## src/rtl/imem_arbiter_pkg.sv

```systemverilog
// Shared state encoding, default bus widths and helpers for the instruction-memory arbiter.
package imem_arbiter_pkg;

  localparam int unsigned ImemPcDataWidth = 20;
  localparam int unsigned ImemInstrWidth  = 32;

  typedef enum logic [1:0] {
    StIdle   = 2'd0,
    StRdWait = 2'd1,
    StWr     = 2'd2
  } arb_state_e;

  function automatic logic [31:0] sat_inc32(input logic [31:0] val, input logic en);
    return (en && (val != 32'hFFFF_FFFF)) ? val + 32'd1 : val;
  endfunction

endpackage

```

## src/rtl/imem_arbiter_if.sv

```systemverilog
// Fetch, loader and SRAM bus bundle; the arbiter takes the slave view.
interface imem_arbiter_if
  import imem_arbiter_pkg::*;
#(
  parameter int unsigned PC_DATA_WIDTH     = ImemPcDataWidth,
  parameter int unsigned INSTRUCTION_WIDTH = ImemInstrWidth
);

  logic                         fetch_req_in;
  logic [PC_DATA_WIDTH-1:0]     fetch_addr_in;
  logic [INSTRUCTION_WIDTH-1:0] fetch_data_out;
  logic                         fetch_valid_out;
  logic                         fetch_stall_out;

  logic                         load_req_in;
  logic [PC_DATA_WIDTH-1:0]     load_addr_in;
  logic [INSTRUCTION_WIDTH-1:0] load_data_in;
  logic                         load_ack_out;

  logic [PC_DATA_WIDTH-1:0]     mem_addr_out;
  logic [INSTRUCTION_WIDTH-1:0] mem_data_out;
  logic                         mem_rd_en_out;
  logic                         mem_wr_en_out;
  logic [INSTRUCTION_WIDTH-1:0] mem_data_in;

  modport master (
    output fetch_req_in, fetch_addr_in, load_req_in, load_addr_in, load_data_in, mem_data_in,
    input  fetch_data_out, fetch_valid_out, fetch_stall_out, load_ack_out,
    input  mem_addr_out, mem_data_out, mem_rd_en_out, mem_wr_en_out
  );

  modport slave (
    input  fetch_req_in, fetch_addr_in, load_req_in, load_addr_in, load_data_in, mem_data_in,
    output fetch_data_out, fetch_valid_out, fetch_stall_out, load_ack_out,
    output mem_addr_out, mem_data_out, mem_rd_en_out, mem_wr_en_out
  );

endinterface

```

## src/rtl/imem_arb_perf.sv

```systemverilog
// Saturating stall-cycle and load-ack counters for the arbiter (built with IMEM_ARB_PERF_EN).
module imem_arb_perf
  import imem_arbiter_pkg::*;
(
  input  logic        clk,
  input  logic        rst_n,
  input  logic        stall_i,
  input  logic        ack_i,
  output logic [31:0] stall_cnt_o,
  output logic [31:0] load_cnt_o
);

  logic [31:0] stall_cnt_q, stall_cnt_d;
  logic [31:0] load_cnt_q, load_cnt_d;

  always_comb begin
    stall_cnt_d = sat_inc32(stall_cnt_q, stall_i);
    load_cnt_d  = sat_inc32(load_cnt_q, ack_i);
  end

  always_ff @(posedge clk or negedge rst_n) begin
    if (!rst_n) begin
      stall_cnt_q <= '0;
      load_cnt_q  <= '0;
    end else begin
      stall_cnt_q <= stall_cnt_d;
      load_cnt_q  <= load_cnt_d;
    end
  end

  assign stall_cnt_o = stall_cnt_q;
  assign load_cnt_o  = load_cnt_q;

endmodule

```

## src/rtl/imem_arbiter.sv

```systemverilog
// Single-port instruction SRAM arbiter: loader writes vs fetch reads with a starvation guard.
// Optional perf counters are built when IMEM_ARB_PERF_EN is defined.
module imem_arbiter
  import imem_arbiter_pkg::*;
#(
  parameter int unsigned PC_DATA_WIDTH     = ImemPcDataWidth,
  parameter int unsigned INSTRUCTION_WIDTH = ImemInstrWidth,
  parameter int unsigned MEM_READ_LATENCY  = 1,
  parameter int unsigned STARVE_LIMIT      = 8
) (
  input  logic        clk,
  input  logic        rst_n,
  imem_arbiter_if.slave bus
`ifdef IMEM_ARB_PERF_EN
  ,
  output logic [31:0] perf_stall_cnt_out,
  output logic [31:0] perf_load_cnt_out
`endif
);

  localparam int unsigned StarveW = $clog2(STARVE_LIMIT + 1);
  localparam logic [StarveW-1:0] StarveMax = StarveW'(STARVE_LIMIT);
  localparam logic [2:0] LatCycles = 3'(MEM_READ_LATENCY);

  arb_state_e                   state_q, state_d;
  logic [2:0]                   wait_q, wait_d;
  logic [StarveW-1:0]           starve_q, starve_d;
  logic [PC_DATA_WIDTH-1:0]     addr_q, addr_d;
  logic [INSTRUCTION_WIDTH-1:0] data_q, data_d;
  logic                         valid_q, valid_d;

  logic                         rd_en, wr_en;
  logic [PC_DATA_WIDTH-1:0]     mem_addr;
  logic [INSTRUCTION_WIDTH-1:0] mem_wdata;
  logic                         stall;

  always_comb begin
    state_d   = state_q;
    wait_d    = wait_q;
    starve_d  = starve_q;
    addr_d    = addr_q;
    data_d    = data_q;
    valid_d   = 1'b0;
    rd_en     = 1'b0;
    wr_en     = 1'b0;
    mem_addr  = addr_q;
    mem_wdata = '0;

    unique case (state_q)
      StIdle: begin
        if (!bus.fetch_req_in) begin
          starve_d = '0;
        end
        // Loader wins unless fetch has already been passed over StarveMax times.
        if (bus.load_req_in && (starve_q < StarveMax)) begin
          state_d = StWr;
          if (bus.fetch_req_in) begin
            starve_d = starve_q + StarveW'(1);
          end
        end else if (bus.fetch_req_in) begin
          state_d  = StRdWait;
          rd_en    = 1'b1;
          mem_addr = bus.fetch_addr_in;
          addr_d   = bus.fetch_addr_in;
          wait_d   = 3'd1;
          starve_d = '0;
        end
      end

      StRdWait: begin
        if (wait_q == LatCycles) begin
          // A dropped request on the completion cycle is a flush: capture but stay silent.
          data_d  = bus.mem_data_in;
          valid_d = bus.fetch_req_in;
          wait_d  = '0;
          state_d = StIdle;
        end else begin
          wait_d = wait_q + 3'd1;
        end
      end

      StWr: begin
        wr_en     = 1'b1;
        mem_addr  = bus.load_addr_in;
        mem_wdata = bus.load_data_in;
        state_d   = StIdle;
      end

      default: begin
        state_d = StIdle;
      end
    endcase
  end

  always_ff @(posedge clk or negedge rst_n) begin
    if (!rst_n) begin
      state_q  <= StIdle;
      wait_q   <= '0;
      starve_q <= '0;
      addr_q   <= '0;
      data_q   <= '0;
      valid_q  <= 1'b0;
    end else begin
      state_q  <= state_d;
      wait_q   <= wait_d;
      starve_q <= starve_d;
      addr_q   <= addr_d;
      data_q   <= data_d;
      valid_q  <= valid_d;
    end
  end

  assign stall               = bus.fetch_req_in & ~valid_q;
  assign bus.fetch_stall_out = stall;
  assign bus.fetch_data_out  = data_q;
  assign bus.fetch_valid_out = valid_q;
  assign bus.load_ack_out    = wr_en;
  assign bus.mem_addr_out    = mem_addr;
  assign bus.mem_data_out    = mem_wdata;
  assign bus.mem_rd_en_out   = rd_en;
  assign bus.mem_wr_en_out   = wr_en;

`ifdef IMEM_ARB_PERF_EN
  imem_arb_perf u_perf (
    .clk         (clk),
    .rst_n       (rst_n),
    .stall_i     (stall),
    .ack_i       (wr_en),
    .stall_cnt_o (perf_stall_cnt_out),
    .load_cnt_o  (perf_load_cnt_out)
  );
`endif

endmodule

```

## src/flat_wrapper.sv

```systemverilog
// flat-port wrapper written by rule: the top's interface ports become plain ports
module imem_arbiter_flat import imem_arbiter_pkg::*;
#(
  parameter int unsigned PC_DATA_WIDTH     = ImemPcDataWidth,
  parameter int unsigned INSTRUCTION_WIDTH = ImemInstrWidth,
  parameter int unsigned MEM_READ_LATENCY  = 1,
  parameter int unsigned STARVE_LIMIT      = 8
)
  (clk, rst_n, bus_fetch_req_in, bus_fetch_addr_in, bus_load_req_in, bus_load_addr_in, bus_load_data_in, bus_mem_data_in, bus_fetch_data_out, bus_fetch_valid_out, bus_fetch_stall_out, bus_load_ack_out, bus_mem_addr_out, bus_mem_data_out, bus_mem_rd_en_out, bus_mem_wr_en_out);
  imem_arbiter_if #(.PC_DATA_WIDTH(PC_DATA_WIDTH), .INSTRUCTION_WIDTH(INSTRUCTION_WIDTH)) bus_i ();
  input  logic clk;
  input  logic rst_n;
  input wire logic [$bits(bus_i.fetch_req_in)-1:0] bus_fetch_req_in;
  input wire logic [$bits(bus_i.fetch_addr_in)-1:0] bus_fetch_addr_in;
  input wire logic [$bits(bus_i.load_req_in)-1:0] bus_load_req_in;
  input wire logic [$bits(bus_i.load_addr_in)-1:0] bus_load_addr_in;
  input wire logic [$bits(bus_i.load_data_in)-1:0] bus_load_data_in;
  input wire logic [$bits(bus_i.mem_data_in)-1:0] bus_mem_data_in;
  output wire logic [$bits(bus_i.fetch_data_out)-1:0] bus_fetch_data_out;
  output wire logic [$bits(bus_i.fetch_valid_out)-1:0] bus_fetch_valid_out;
  output wire logic [$bits(bus_i.fetch_stall_out)-1:0] bus_fetch_stall_out;
  output wire logic [$bits(bus_i.load_ack_out)-1:0] bus_load_ack_out;
  output wire logic [$bits(bus_i.mem_addr_out)-1:0] bus_mem_addr_out;
  output wire logic [$bits(bus_i.mem_data_out)-1:0] bus_mem_data_out;
  output wire logic [$bits(bus_i.mem_rd_en_out)-1:0] bus_mem_rd_en_out;
  output wire logic [$bits(bus_i.mem_wr_en_out)-1:0] bus_mem_wr_en_out;
  assign bus_i.fetch_req_in = bus_fetch_req_in;
  assign bus_i.fetch_addr_in = bus_fetch_addr_in;
  assign bus_i.load_req_in = bus_load_req_in;
  assign bus_i.load_addr_in = bus_load_addr_in;
  assign bus_i.load_data_in = bus_load_data_in;
  assign bus_i.mem_data_in = bus_mem_data_in;
  assign bus_fetch_data_out = bus_i.fetch_data_out;
  assign bus_fetch_valid_out = bus_i.fetch_valid_out;
  assign bus_fetch_stall_out = bus_i.fetch_stall_out;
  assign bus_load_ack_out = bus_i.load_ack_out;
  assign bus_mem_addr_out = bus_i.mem_addr_out;
  assign bus_mem_data_out = bus_i.mem_data_out;
  assign bus_mem_rd_en_out = bus_i.mem_rd_en_out;
  assign bus_mem_wr_en_out = bus_i.mem_wr_en_out;
  imem_arbiter #(.PC_DATA_WIDTH(PC_DATA_WIDTH), .INSTRUCTION_WIDTH(INSTRUCTION_WIDTH), .MEM_READ_LATENCY(MEM_READ_LATENCY), .STARVE_LIMIT(STARVE_LIMIT)) u_core (.clk(clk), .rst_n(rst_n), .bus(bus_i));
endmodule
```

## config.mk

```make
export PLATFORM = sky130hd
export DESIGN_NAME = imem_arbiter_flat
export DESIGN_NICKNAME = d
export VERILOG_FILES = /design/src/rtl/imem_arbiter_pkg.sv /design/src/rtl/imem_arbiter_if.sv /design/src/rtl/imem_arb_perf.sv /design/src/rtl/imem_arbiter.sv /design/src/flat_wrapper.sv
export SDC_FILE = /design/constraint.sdc
export NUM_CORES = 1
export LEC_CHECK = 0
export ABC_CLOCK_PERIOD_IN_PS = 1700
export CORE_MARGIN = 10
export CORE_UTILIZATION = 33
export CTS_CLUSTER_DIAMETER = 30
export DETAILED_ROUTE_END_ITERATION = 7
export GPL_ROUTABILITY_DRIVEN = 0
export PLACE_DENSITY = 0.75
export REMOVE_ABC_BUFFERS = 1
export SLEW_MARGIN = 30
export SYNTH_ARGS = -nofsm -noshare
export SYNTH_HDL_FRONTEND = slang
export SYNTH_SLANG_ARGS = --single-unit
```

## constraint.sdc

```tcl
create_clock -name clk -period 1.7 [get_ports clk]
set_input_delay 0.17 -clock clk [delete_from_list [all_inputs] [get_ports clk]]
set_output_delay 0.17 -clock clk [all_outputs]
set_load 0.02 [all_outputs]
```

After elaboration in Yosys (flattened, before gate mapping)
Index checks and enable logic that the tools add are counted. W data, S select, Z words.

Flip-flop bits (word level): 62. Input bits: 108. Memories kept: 0. Memory bits (writable): 0. Output and inout port bits: 89. ROM bits: 0. Bits in latches: 0.

Add/subtract/negate cells: 2. Muxes and demuxes: 20. Equal/unequal tests: 7. Order comparisons: 1. Bitwise gates (word level): 2. Reductions and logical operators: 6. Divide/modulo/power cells: 0. $mul: 0. Shifts and indexed selects: 0.

Operator list (count): $mux W20 (2); $pmux W20 S2 (1); $mux W32 (1); $mux W3 (3); $mux W4 (2); $mux W1 (6); $mux W2 (3); $pmux W3 S2 (1); $add A4 B1 Y4 const B (1); $lt A4 B4 Y1 const B (1); $ne A2 B2 Y1 const B (2); $pmux W2 S2 (1); $reduce_and A2 Y1 (2); $add A3 B1 Y3 const B (1); $eq A3 B1 Y1 const B (1); $ne A3 B2 Y1 const B (1); $reduce_and A3 Y1 (1); $eq A2 B1 Y1 const B (1); $eq A2 B2 Y1 const B (1); $logic_not A2 Y1 (1); $ne A2 B1 Y1 const B (1); $reduce_bool A2 Y1 (1); $and A1 B1 Y1 (1); $logic_and A1 B1 Y1 (1); $not A1 Y1 (1).

Depth between registers and ports, before layout
Gate-level depths: netlist of run 1.

Depth after elaboration: 4. Depth in mapped cells: 5. Depth with buffers taken out: 4.

Worst setup path before layout of run 1
No wires, ideal clock.

Kind: flip-flop to output port. Start: register u_core.state_q[0]. End: output port bus_mem_addr_out[0]. Data arrival time: 1.494 ns. Data required time: 1.530 ns. Slack: 0.036 ns. Stages on the path, launching flop included: 6. Cells stage by stage: dfrtp_1 > or2_1 > buf_2 > nor3_4 > buf_2 > a221o_1.

Word-level cells in the longest chain between the ends: 2. Elaborated cells on any way between the ends: 3. Classes of those cells: eq/ne (1); mux (1); reduce/logical (1).

Ends and longest elaborated chain: start, declared (line imem_arbiter.sv:25) `arb_state_e state_q, state_d;`; start signal, assigned (line imem_arbiter.sv:97) `state_q <= StIdle;`; start signal, assigned (line imem_arbiter.sv:104) `state_q <= state_d;`; $eq A2 B2 Y1 / $logic_not A2 Y1 (equally long branches) (line imem_arbiter.sv:49) `unique case (state_q)`; $pmux W20 S2 * (line imem_arbiter.sv:49); end, declared (line flat_wrapper.sv:23) `output wire logic [$bits(bus_i.mem_addr_out)-1:0] bus_mem_addr_out;`.

Mark *: on every way between the ends. The rest lies on a longest branch, timed or not.

Final worst setup path of run 1
Start: register u_core.state_q[0]. End: output port bus_mem_addr_out[8].

Same word-level chain as after synthesis.

==> impl_metrics.yaml, run 1 <==
worst_setup_path:
  cp-start-kind: "flop"
  path_max_fanout: 20
  crit_required_ns: 1.53
  slowest_delay_ns: 0.39
  slowest_stage: "dfrtp_1"
  path_cells: "buf_6, nor2b_4, a31oi_2, buf_12, a221o_1, buf_2"
  critical_path_class: "flop to output pin"
  arrival_ns: 1.74
  end_kind: "output pin"
drt:
  num_vias: 2742
  firstDrtPassIters: 6
  ant_nets: 0
  route.detailed.drc: 0
  wl_mm: 11.6
  wire_per_inst_um: 20.3
  initialDrtViolationCount: 137
  viasPerCell: 4.80
timing:
  setup-violations-final: 21
  holdWs_ns: 0.395
  rsz0062_at_grt: "yes"
  max_freq_mhz: 524
  fin_setup_tns_ns: -3.77
  fin_crit_ns: 1.91
  fin_worst_skew_ns: 0.0153
  worstMarginPinSlew_ns: 0.413
  min_period_over_period: 1.12
  worst_slack_ns: -0.210
  slew_violations: 0
  hold_viol_final: 0
  maxSlewHeadroom: 0.724
placed_design:
  dp_hpwl_mm: 9.26
  post-place-ws_ns: -0.549
  numPortBuffers: 196
  dpl_cell_area_um2: 5210
  dp_cells: 549
finish:
  diodes: 0
  drive_gt1_frac: 0.339
  area_delta_synth_final_pct: 84.1
  final_cell_area_um2: 5520
  utilization: 0.627
  multiInputGateArea_um2: 1400
  fin_cells: 571
  seqCellArea_um2: 1550
  fillers: 736
  nets: 567
synth:
  synthCells: 244
  synth-simple-area-share: 0.156
  synth-seq-area-share: 0.517
  yosys.area.top_type_share: 0.517
  avgSynthCellArea_um2: 12.3
  synth_area_leaders: "dfrtp_1 (52%), mux2_2 (19%), and2_1 (11%)"
  synth_top_family_by_area: "multiplexers"
  ys_warn_count: 0
  synth_cell_types: 29
  synth_fa_ha_area_frac: 0.00417
  synth_area_leader_cell: "dfrtp_1"
  synth_compound_area_frac: 0.0926
  synth-seq-cells: 62
  synthXorXnorAreaFrac: 0
  synth_mux_area_frac: 0.198
  synth.cell_area_um2: 3000
clock_network:
  clock-sinks: 62
  insertion_delay_ns: 0.33
  cts-root-buf: "clkbuf_8"
  clk_pin_slew_ns: 0.07
  cts_buffers: 9
  cts.path.max_buffers: 2
  cts_tree: "built"
  htreeDepth: 3
die:
  fp.coreArea_um2: 8810
  initial_core_util: 0.341
  fp-row-count: 34
  die_area_um2: 13300
  fp.dieH_um: 115
  io_pins: 197
  die-width_um: 115
run_status:
  violations: "setup timing"
  outcome: "complete, but fails checks"
grt:
  grt_max_degree: 43
  grt_pass1_vias: 2859
  grt.overflow.total: 0
  grt_use_total: 0.164
  grt_antenna_before_repair: 0
  grt_pass1_wl_mm: 16.9
hold_path:
  hold_class: "input port to async pin"
flow_run:
  maxCapViolCount: 0
power:
  leakagePower_nw: 2.40
  power_density_nw_per_um2: 1750
  ir_drop_uv: 976
  p_total_mw: 9.67
## layout make-up
type / count / share of cell area
Timing Repair Buffer: 220 / 0.394
Clock buffer: 13 / 0.0288
Tap cell: 108 / 0.0245
Sequential cell: 62 / 0.281
Inverter: 3 / 0.00204
Multi-Input combinational cell: 162 / 0.253
Clock inverter: 3 / 0.0163
## report_power, final
part           total, mW  switching [mW]  internal [mW]
Clock               1.59           0.536           1.06
Combinational       5.45            2.56           2.88
Sequential          2.64           0.436           2.20
## placed cells by master, fill, tap and decap left out, types with 3 or more instances in the layout
master	synthesis	routed
clkdlybuf4s50_1	0	139
buf_6	0	30
bufinv_16	0	3
mux2_2	50	50
buf_2	6	19
dfrtp_1	62	62
and2_4	0	9
nor2_1	4	4
inv_1	3	3
nand2b_1	5	5
o21ai_0	5	5
buf_12	0	6
clkbuf_8	0	11
buf_4	3	22
a221o_1	20	20
nand2_1	5	5
and2_1	52	43
## metal layers
metal	GRT usage	up-vias	wire (um)
li1	-	1297	-
met1	0.179	1293	4420
met2	0.262	145	5350
met3	0.104	7	1760
met4	0.0405	0	74
met5	0	-	0
## worst paths after layout
| check | startpoint | endpoint | cells past startpoint | slack [ns] |
|---|---|---|---|---|
| worst max-delay path | u_core.state_q[0] | bus_mem_addr_out[8] | 6 | -0.21 |
| worst min register to register | u_core.bus.fetch_data_out[7] | u_core.bus.fetch_data_out[7] | 1 | 0.49 |
| worst max register to register | u_core.state_q[1] | u_core.bus.fetch_data_out[3] | 6 | 0 |
| max in group asynchronous | rst_n | u_core.bus.fetch_data_out[1] | 3 | 0.97 |
| min in group clk | bus_mem_data_in[6] | u_core.bus.fetch_data_out[6] | 2 | 0.43 |
| worst min-delay path | rst_n | u_core.bus.fetch_valid_out | 3 | 0.40 |
## synth_stat cells, drive strengths merged
| cell | number |
|---|---|
| nor2b | 2 |
| o31a | 1 |
| or3 | 1 |
| o2bb2ai | 2 |
| inv | 3 |
| a32o | 1 |
| a21oi | 2 |
| o21ai | 5 |
| nand2 | 5 |
| buf | 9 |
| nor4 | 1 |
| clkbuf | 8 |
| dfrtp | 62 |
| mux2 | 52 |
| or2 | 1 |
| nor4bb | 1 |
| nand3 | 2 |
| nand2b | 5 |
| a221o | 20 |
| nor3 | 2 |
| ha | 1 |
| a31oi | 1 |
| nor2 | 4 |
| and2 | 52 |
| mux2i | 1 |
## sequential cells by signal (all words and copies together), names as in the netlist
register and cells:
u_core.addr_q 20, u_core.state_q 2, u_core.bus.fetch_valid_out 1, u_core.bus.fetch_data_out 32, u_core.starve_q 4, u_core.wait_q 3
## critical path, delay by kind of cell, from the launching register on
| kind | cells | cell delay [ns] |
|---|---|---|
| AOI/OAI and AO/OA | 2 | 0.38 |
| buffers and inverters | 3 | 0.47 |
| DFF | 1 | 0.39 |
| and+or+nand+nor | 1 | 0.17 |
## logic make-up after synthesis
logic type / after synthesis
multiplexers: 53
flip-flops: 62
adder cells (fa/ha/maj): 1
buffers and inverters: 20
AO/OA/AOI/OAI: 32
AND/OR/NAND/NOR: 76
## timing repair
action / in CTS / in global routing
hold buffers: 1 / 0
endpoints found under the hold margin: 62 / 0
buffers inserted: 1 / 1
cloned: 1 / 2
endpoints found under the setup margin: 68 / 74
gates resized for setup: 279 / 30
(Power assumes the default switching activity.)
==> inputs of run 2 (changes only) <==
--- a/config.mk
+++ b/config.mk
@@ -5,13 +5,13 @@
 export SDC_FILE = /design/constraint.sdc
 export NUM_CORES = 1
 export LEC_CHECK = 0
-export ABC_CLOCK_PERIOD_IN_PS = 1700
+export ABC_CLOCK_PERIOD_IN_PS = 2500
 export CORE_MARGIN = 10
-export CORE_UTILIZATION = 33
+export CORE_UTILIZATION = 39
 export CTS_CLUSTER_DIAMETER = 30
 export DETAILED_ROUTE_END_ITERATION = 7
 export GPL_ROUTABILITY_DRIVEN = 0
-export PLACE_DENSITY = 0.75
+export PLACE_DENSITY = 0.83
 export REMOVE_ABC_BUFFERS = 1
 export SLEW_MARGIN = 30
 export SYNTH_ARGS = -nofsm -noshare
==> constraint.sdc (replaced) <==
create_clock -name clk -period 2.5 [get_ports clk]
set_input_delay 0.25 -clock clk [delete_from_list [all_inputs] [get_ports clk]]
set_output_delay 0.25 -clock clk [all_outputs]
set_load 0.02 [all_outputs]
==> run 2 against run 1 <==
The run now ends clean. Sequential cell count unchanged. Hold slack improved by 0.076 ns. Non-clock buffer count down 12. Sequential share of layout area grew 0.95 points. Clock skew fell by 0.0068 ns. Sequential power down 32%. Clock power is 39% lower. Via count down 1.6%. Count of clock-buffer cells in the layout decreased by 3. Worst setup slack improved by 0.30 ns. Final cell count decreased by 3.7%. Critical path type unchanged. Critical endpoint unchanged. Largest power group unchanged.
==> impl_metrics.yaml, run 2 (synthesis results as in run 1) <==
run_status:
  outcome: "completed"
drt:
  route.detailed.drc: 0
  ant_nets: 0
  firstDrtPassIters: 4
  wl_mm: 11.0
  num_vias: 2698
  wire_per_inst_um: 20.1
  viasPerCell: 4.91
  initialDrtViolationCount: 112
clock_network:
  cts-root-buf: "clkbuf_8"
  cts.path.max_buffers: 2
  clock-sinks: 62
  cts_tree: "built"
  cts_buffers: 9
  clk_pin_slew_ns: 0.07
  cts_setup_buffers: 0
  insertion_delay_ns: 0.33
  htreeDepth: 3
power:
  sw_frac_of_total: 0.376
  power_frac_seq: 0.292
  leakagePower_nw: 2.23
  p_comb_frac: 0.551
  power_density_nw_per_um2: 1160
  ir_drop_uv: 776
  p_sw_mw: 2.32
  p_clk_frac: 0.157
  p_int_mw: 3.85
die:
  fp.coreArea_um2: 7370
  fp.dieH_um: 108
  die-width_um: 108
  initial_core_util: 0.407
  die_area_um2: 11600
  io_pins: 197
  fp-row-count: 31
grt:
  grt_pass1_vias: 2896
  grt_max_degree: 37
  grt_antenna_before_repair: 0
  grt_use_total: 0.184
  grt_pass1_wl_mm: 16.7
  grt.overflow.total: 0
timing:
  slew_violations: 0
  max_freq_mhz: 415
  rsz0062_at_grt: "yes"
  hold_viol_final: 0
  fin_worst_skew_ns: 0.00848
  worstMarginPinSlew_ns: 0.623
  maxSlewHeadroom: 0.585
  setup-violations-final: 0
  min_period_over_period: 0.964
  worst_slack_ns: 0.0910
  fin_crit_ns: 2.41
worst_setup_path:
  critical_path_class: "flop to output pin"
  crit_required_ns: 2.25
  cp.buffers_inverters: 2
  rrSetupSlack_ns: 0.71
  cp-start-kind: "flop"
  path_max_fanout: 9
  end_kind: "output pin"
  slowest_stage: "clkdlybuf4s50_1"
  arrival_ns: 2.16
  cp_top_family: "buffers and inverters"
  slowest_delay_ns: 0.60
  path_cells: "or2_4, nor3_4, buf_4, a221o_1, clkdlybuf4s50_1"
hold_path:
  hold_class: "input port to async pin"
finish:
  mostFrequentLayoutCell: "clkdlybuf4s50_1"
  final_cell_mix: "clkdlybuf4s50_1 (176), dfrtp_1 (62), and2_1 (52), mux2_2 (50), a221o_1 (20)"
  largest_register_ffs: 32
  utilization: 0.725
  seqCellArea_um2: 1550
  drive_gt1_frac: 0.184
  fillers: 518
  nets: 555
  area_delta_synth_final_pct: 78.1
  diodes: 0
  multiInputGateArea_um2: 1370
flow_run:
  maxCapViolCount: 0
placed_design:
  dp_hpwl_mm: 9.06
  numPortBuffers: 196
  post-place-ws_ns: 0.0479
==> run 2: final timing paths <==
check / depth (start not counted) / start / to
max: 5 / u_core.state_q[0] / bus_mem_addr_out[8]
min: 2 / rst_n / u_core.addr_q[8]
max reg2reg: 5 / u_core.state_q[0] / u_core.addr_q[12]
min reg2reg: 1 / u_core.bus.fetch_data_out[6] / u_core.bus.fetch_data_out[6]
max in group asynchronous: 3 / rst_n / u_core.addr_q[12]
min in group clk: 1 / u_core.bus.fetch_data_out[6] / u_core.bus.fetch_data_out[6]
==> run 2: timing repair <==
item | in CTS | in global routing
cloned | 0 | 0
setup endpoints to repair | 20 | 1
pin swaps | 0 | 0
hold buffers | 1 | 0
hold endpoints to repair | 26 | 0
gates resized for setup | 20 | 0
==> run 2: area by class of cell <==
type / instances / share of cell area
timing repair buffer: 208 / 0.386
sequential: 62 / 0.290
multi-input combinational: 162 / 0.257
clock buffer: 10 / 0.0258
tap: 99 / 0.0232
clock inverter: 6 / 0.0159
inverter: 3 / 0.00211
==> run 2: metrics by stage <==
stage | std cells | setup TNS (ns) | power, mW | area, um^2 | hold slack (ns)
after floorplan | 227 | -26.85 | 3.63 | 2920 | -0.0456
after global placement | 533 | 0 | 5.31 | 5130 | 0.286
after detailed placement | 533 | 0 | 5.40 | 5130 | 0.296
after CTS | 550 | 0 | 6.26 | 5340 | 0.483
after global routing | 550 | -0.0000697 | 6.55 | 5340 | 0.512
final | 550 | 0 | 6.18 | 5340 | 0.472
==> run 2: per-layer routing <==
layer,up-vias,part of all wire,GRT usage
li1,1273,-,-
met1,1264,0.40,0.209
met2,155,0.44,0.284
met3,6,0.16,0.120
met4,0,0.0059,0.0410
met5,-,0,0
==> run 2: power groups by stage <==
stage	Sequential, mW	Clock, mW	Combinational [mW]
finish	1.80	0.970	3.40
global placement	1.79	0	3.52
CTS	1.81	0.997	3.46
floorplan	2.08	0	1.55
detailed placement	1.82	0	3.59
global route	1.87	1.04	3.65
==> inputs of run 3 (changes only) <==
--- a/config.mk
+++ b/config.mk
@@ -11,8 +11,10 @@
 export CTS_CLUSTER_DIAMETER = 30
 export DETAILED_ROUTE_END_ITERATION = 7
 export GPL_ROUTABILITY_DRIVEN = 0
+export GPL_TIMING_DRIVEN = 0
 export PLACE_DENSITY = 0.83
 export REMOVE_ABC_BUFFERS = 1
+export SKIP_LAST_GASP = 1
 export SLEW_MARGIN = 30
 export SYNTH_ARGS = -nofsm -noshare
 export SYNTH_HDL_FRONTEND = slang
==> run 3 against run 2 <==
Total power up 4.6%. Cell area up 2.6%. Global-route usage up 0.61 points. Core utilization up 1.9 points. Final cell count up 1.5%. Sequential share of layout area down 0.68 points. Hold slack worse by 0.13 ns. Clock skew up 0.0015 ns. Critical endpoint is now bus_mem_addr_out[13]. Largest power group unchanged.
==> impl_metrics.yaml, run 3 (synthesis results as in run 1) <==
timing:
  slew_violations: 0
  fin_worst_skew_ns: 0.00997
  setup-violations-final: 0
  hold_viol_final: 0
  fin_setup_tns_ns: 0
  fin_crit_ns: 2.40
  rsz0062_at_grt: "no"
  maxSlewHeadroom: 0.764
  worstMarginPinSlew_ns: 0.353
  max_freq_mhz: 417
  min_period_over_period: 0.958
clock_network:
  cts_tree: "built"
  insertion_delay_ns: 0.34
  clk_pin_slew_ns: 0.08
  cts-root-buf: "clkbuf_8"
  cts.path.max_buffers: 2
  htreeDepth: 3
  clock-sinks: 62
  cts_buffers: 9
die:
  die_area_um2: 11600
  io_pins: 197
  fp.dieH_um: 108
  fp.coreArea_um2: 7370
  initial_core_util: 0.407
  die-width_um: 108
  fp-row-count: 31
power:
  p_comb_frac: 0.554
  ir_drop_uv: 782
  power_frac_seq: 0.278
  p_int_mw: 4.03
  p_sw_mw: 2.43
  sw_frac_of_total: 0.376
  power_density_nw_per_um2: 1180
  leakagePower_nw: 2.27
  p_clk_frac: 0.168
worst_setup_path:
  end_kind: "output pin"
  path_max_fanout: 35
  cp-start-kind: "flop"
  crit_top_cell: "buf_4"
  slowest_delay_ns: 0.46
  reg2regPathDepth: 5
  arrival_ns: 2.15
  critical_path_class: "flop to output pin"
  slowest_stage: "dfrtp_2"
  path_cells: "nor2b_4, buf_16, a31oi_4, buf_4, buf_4, a221o_1, clkdlybuf4s15_2"
  crit_required_ns: 2.25
placed_design:
  numPortBuffers: 196
  dp_hpwl_mm: 8.76
grt:
  grt_use_total: 0.191
  grt_pass1_vias: 2907
  grt_pass1_wl_mm: 17.1
  grt_antenna_before_repair: 0
  grt.overflow.total: 0
  grt_max_degree: 42
drt:
  wl_mm: 11.4
  route.detailed.drc: 0
  wire_per_inst_um: 20.3
  initialDrtViolationCount: 74
  ant_nets: 0
  viasPerCell: 4.90
  num_vias: 2736
  firstDrtPassIters: 6
finish:
  area_delta_synth_final_pct: 82.7
  drive_gt1_frac: 0.224
  mostFrequentLayoutCell: "clkdlybuf4s50_1"
  utilization: 0.744
  nets: 563
  largest_register_ffs: 32
  final_cell_mix: "clkdlybuf4s50_1 (175), dfrtp_1 (60), and2_1 (52), mux2_2 (50), a221o_1 (20)"
  diodes: 0
hold_path:
  hold_class: "input port to async pin"
run_status:
  outcome: "completed"
flow_run:
  maxCapViolCount: 0
-- run 3: cell type report --
type                       count  area (um^2)
timing repair buffer         214         2130
fill                         484         1890
sequential                    62         1550
multi-input combinational    164         1420
clock buffer                   9          124
tap                           99          124
clock inverter                 7          123
inverter                       3         11.3
-- run 3: final timing paths --
kind	from	endpoint	slack, ns
worst max register to register	u_core.state_q[1]	u_core.bus.fetch_data_out[9]	0.63
worst min-delay path	rst_n	u_core.bus.fetch_data_out[17]	0.34
worst min register to register	u_core.bus.fetch_data_out[6]	u_core.bus.fetch_data_out[6]	0.49
min in group clk	u_core.bus.fetch_data_out[6]	u_core.bus.fetch_data_out[6]	0.49
worst max-delay path	u_core.state_q[1]	bus_mem_addr_out[13]	0.10
max in group asynchronous	rst_n	u_core.state_q[1]	1.64
-- run 3: stage by stage --
stage,instance area (um^2),power (mW),instances,setup WS (ns),hold slack (ns)
final,5480,6.46,558,0.105,0.337
after global placement,5000,5.23,522,-2.73,0.466
after detailed placement,5130,5.42,528,-0.494,0.159
after CTS,5460,6.52,553,-0.0617,0.338
after floorplan,2920,3.63,227,-1.01,-0.0456
after global routing,5480,6.83,558,0.00776,0.350
-- run 3: critical path: cells and delay by family, from the launching register on --
kind                   cells  cell delay, ns
AOI/OAI and AO/OA          2            0.32
buffers and inverters      4            0.78
DFF                        1            0.46
and+or+nand+nor            1            0.24
-- run 3: power groups by stage --
stage / clock network [mW] / registers (mW) / logic [mW]
2_1_floorplan: 0 / 2.08 / 1.55
3_3_place_gp: 0 / 1.76 / 3.48
3_5_place_dp: 0 / 1.80 / 3.63
6_report: 1.08 / 1.79 / 3.58
5_1_grt: 1.15 / 1.87 / 3.82
4_1_cts: 1.10 / 1.81 / 3.61
-- run 3: routing by layer --
layer	wire (um)	global-route usage	vias to the layer above
met5	0	0	-
met4	95	0.0458	0
met3	1660	0.119	11
met2	5020	0.299	154
met1	4580	0.214	1281
li1	-	-	1290
-- run 3: repair_timing --
item	4_1_cts	5_1_grt
endpoints found under the hold margin	21	0
endpoints found under the setup margin	31	9
hold buffers	1	0
resized for setup	37	7
gates cloned	2	0
setup buffers	6	5
pin swaps	1	0
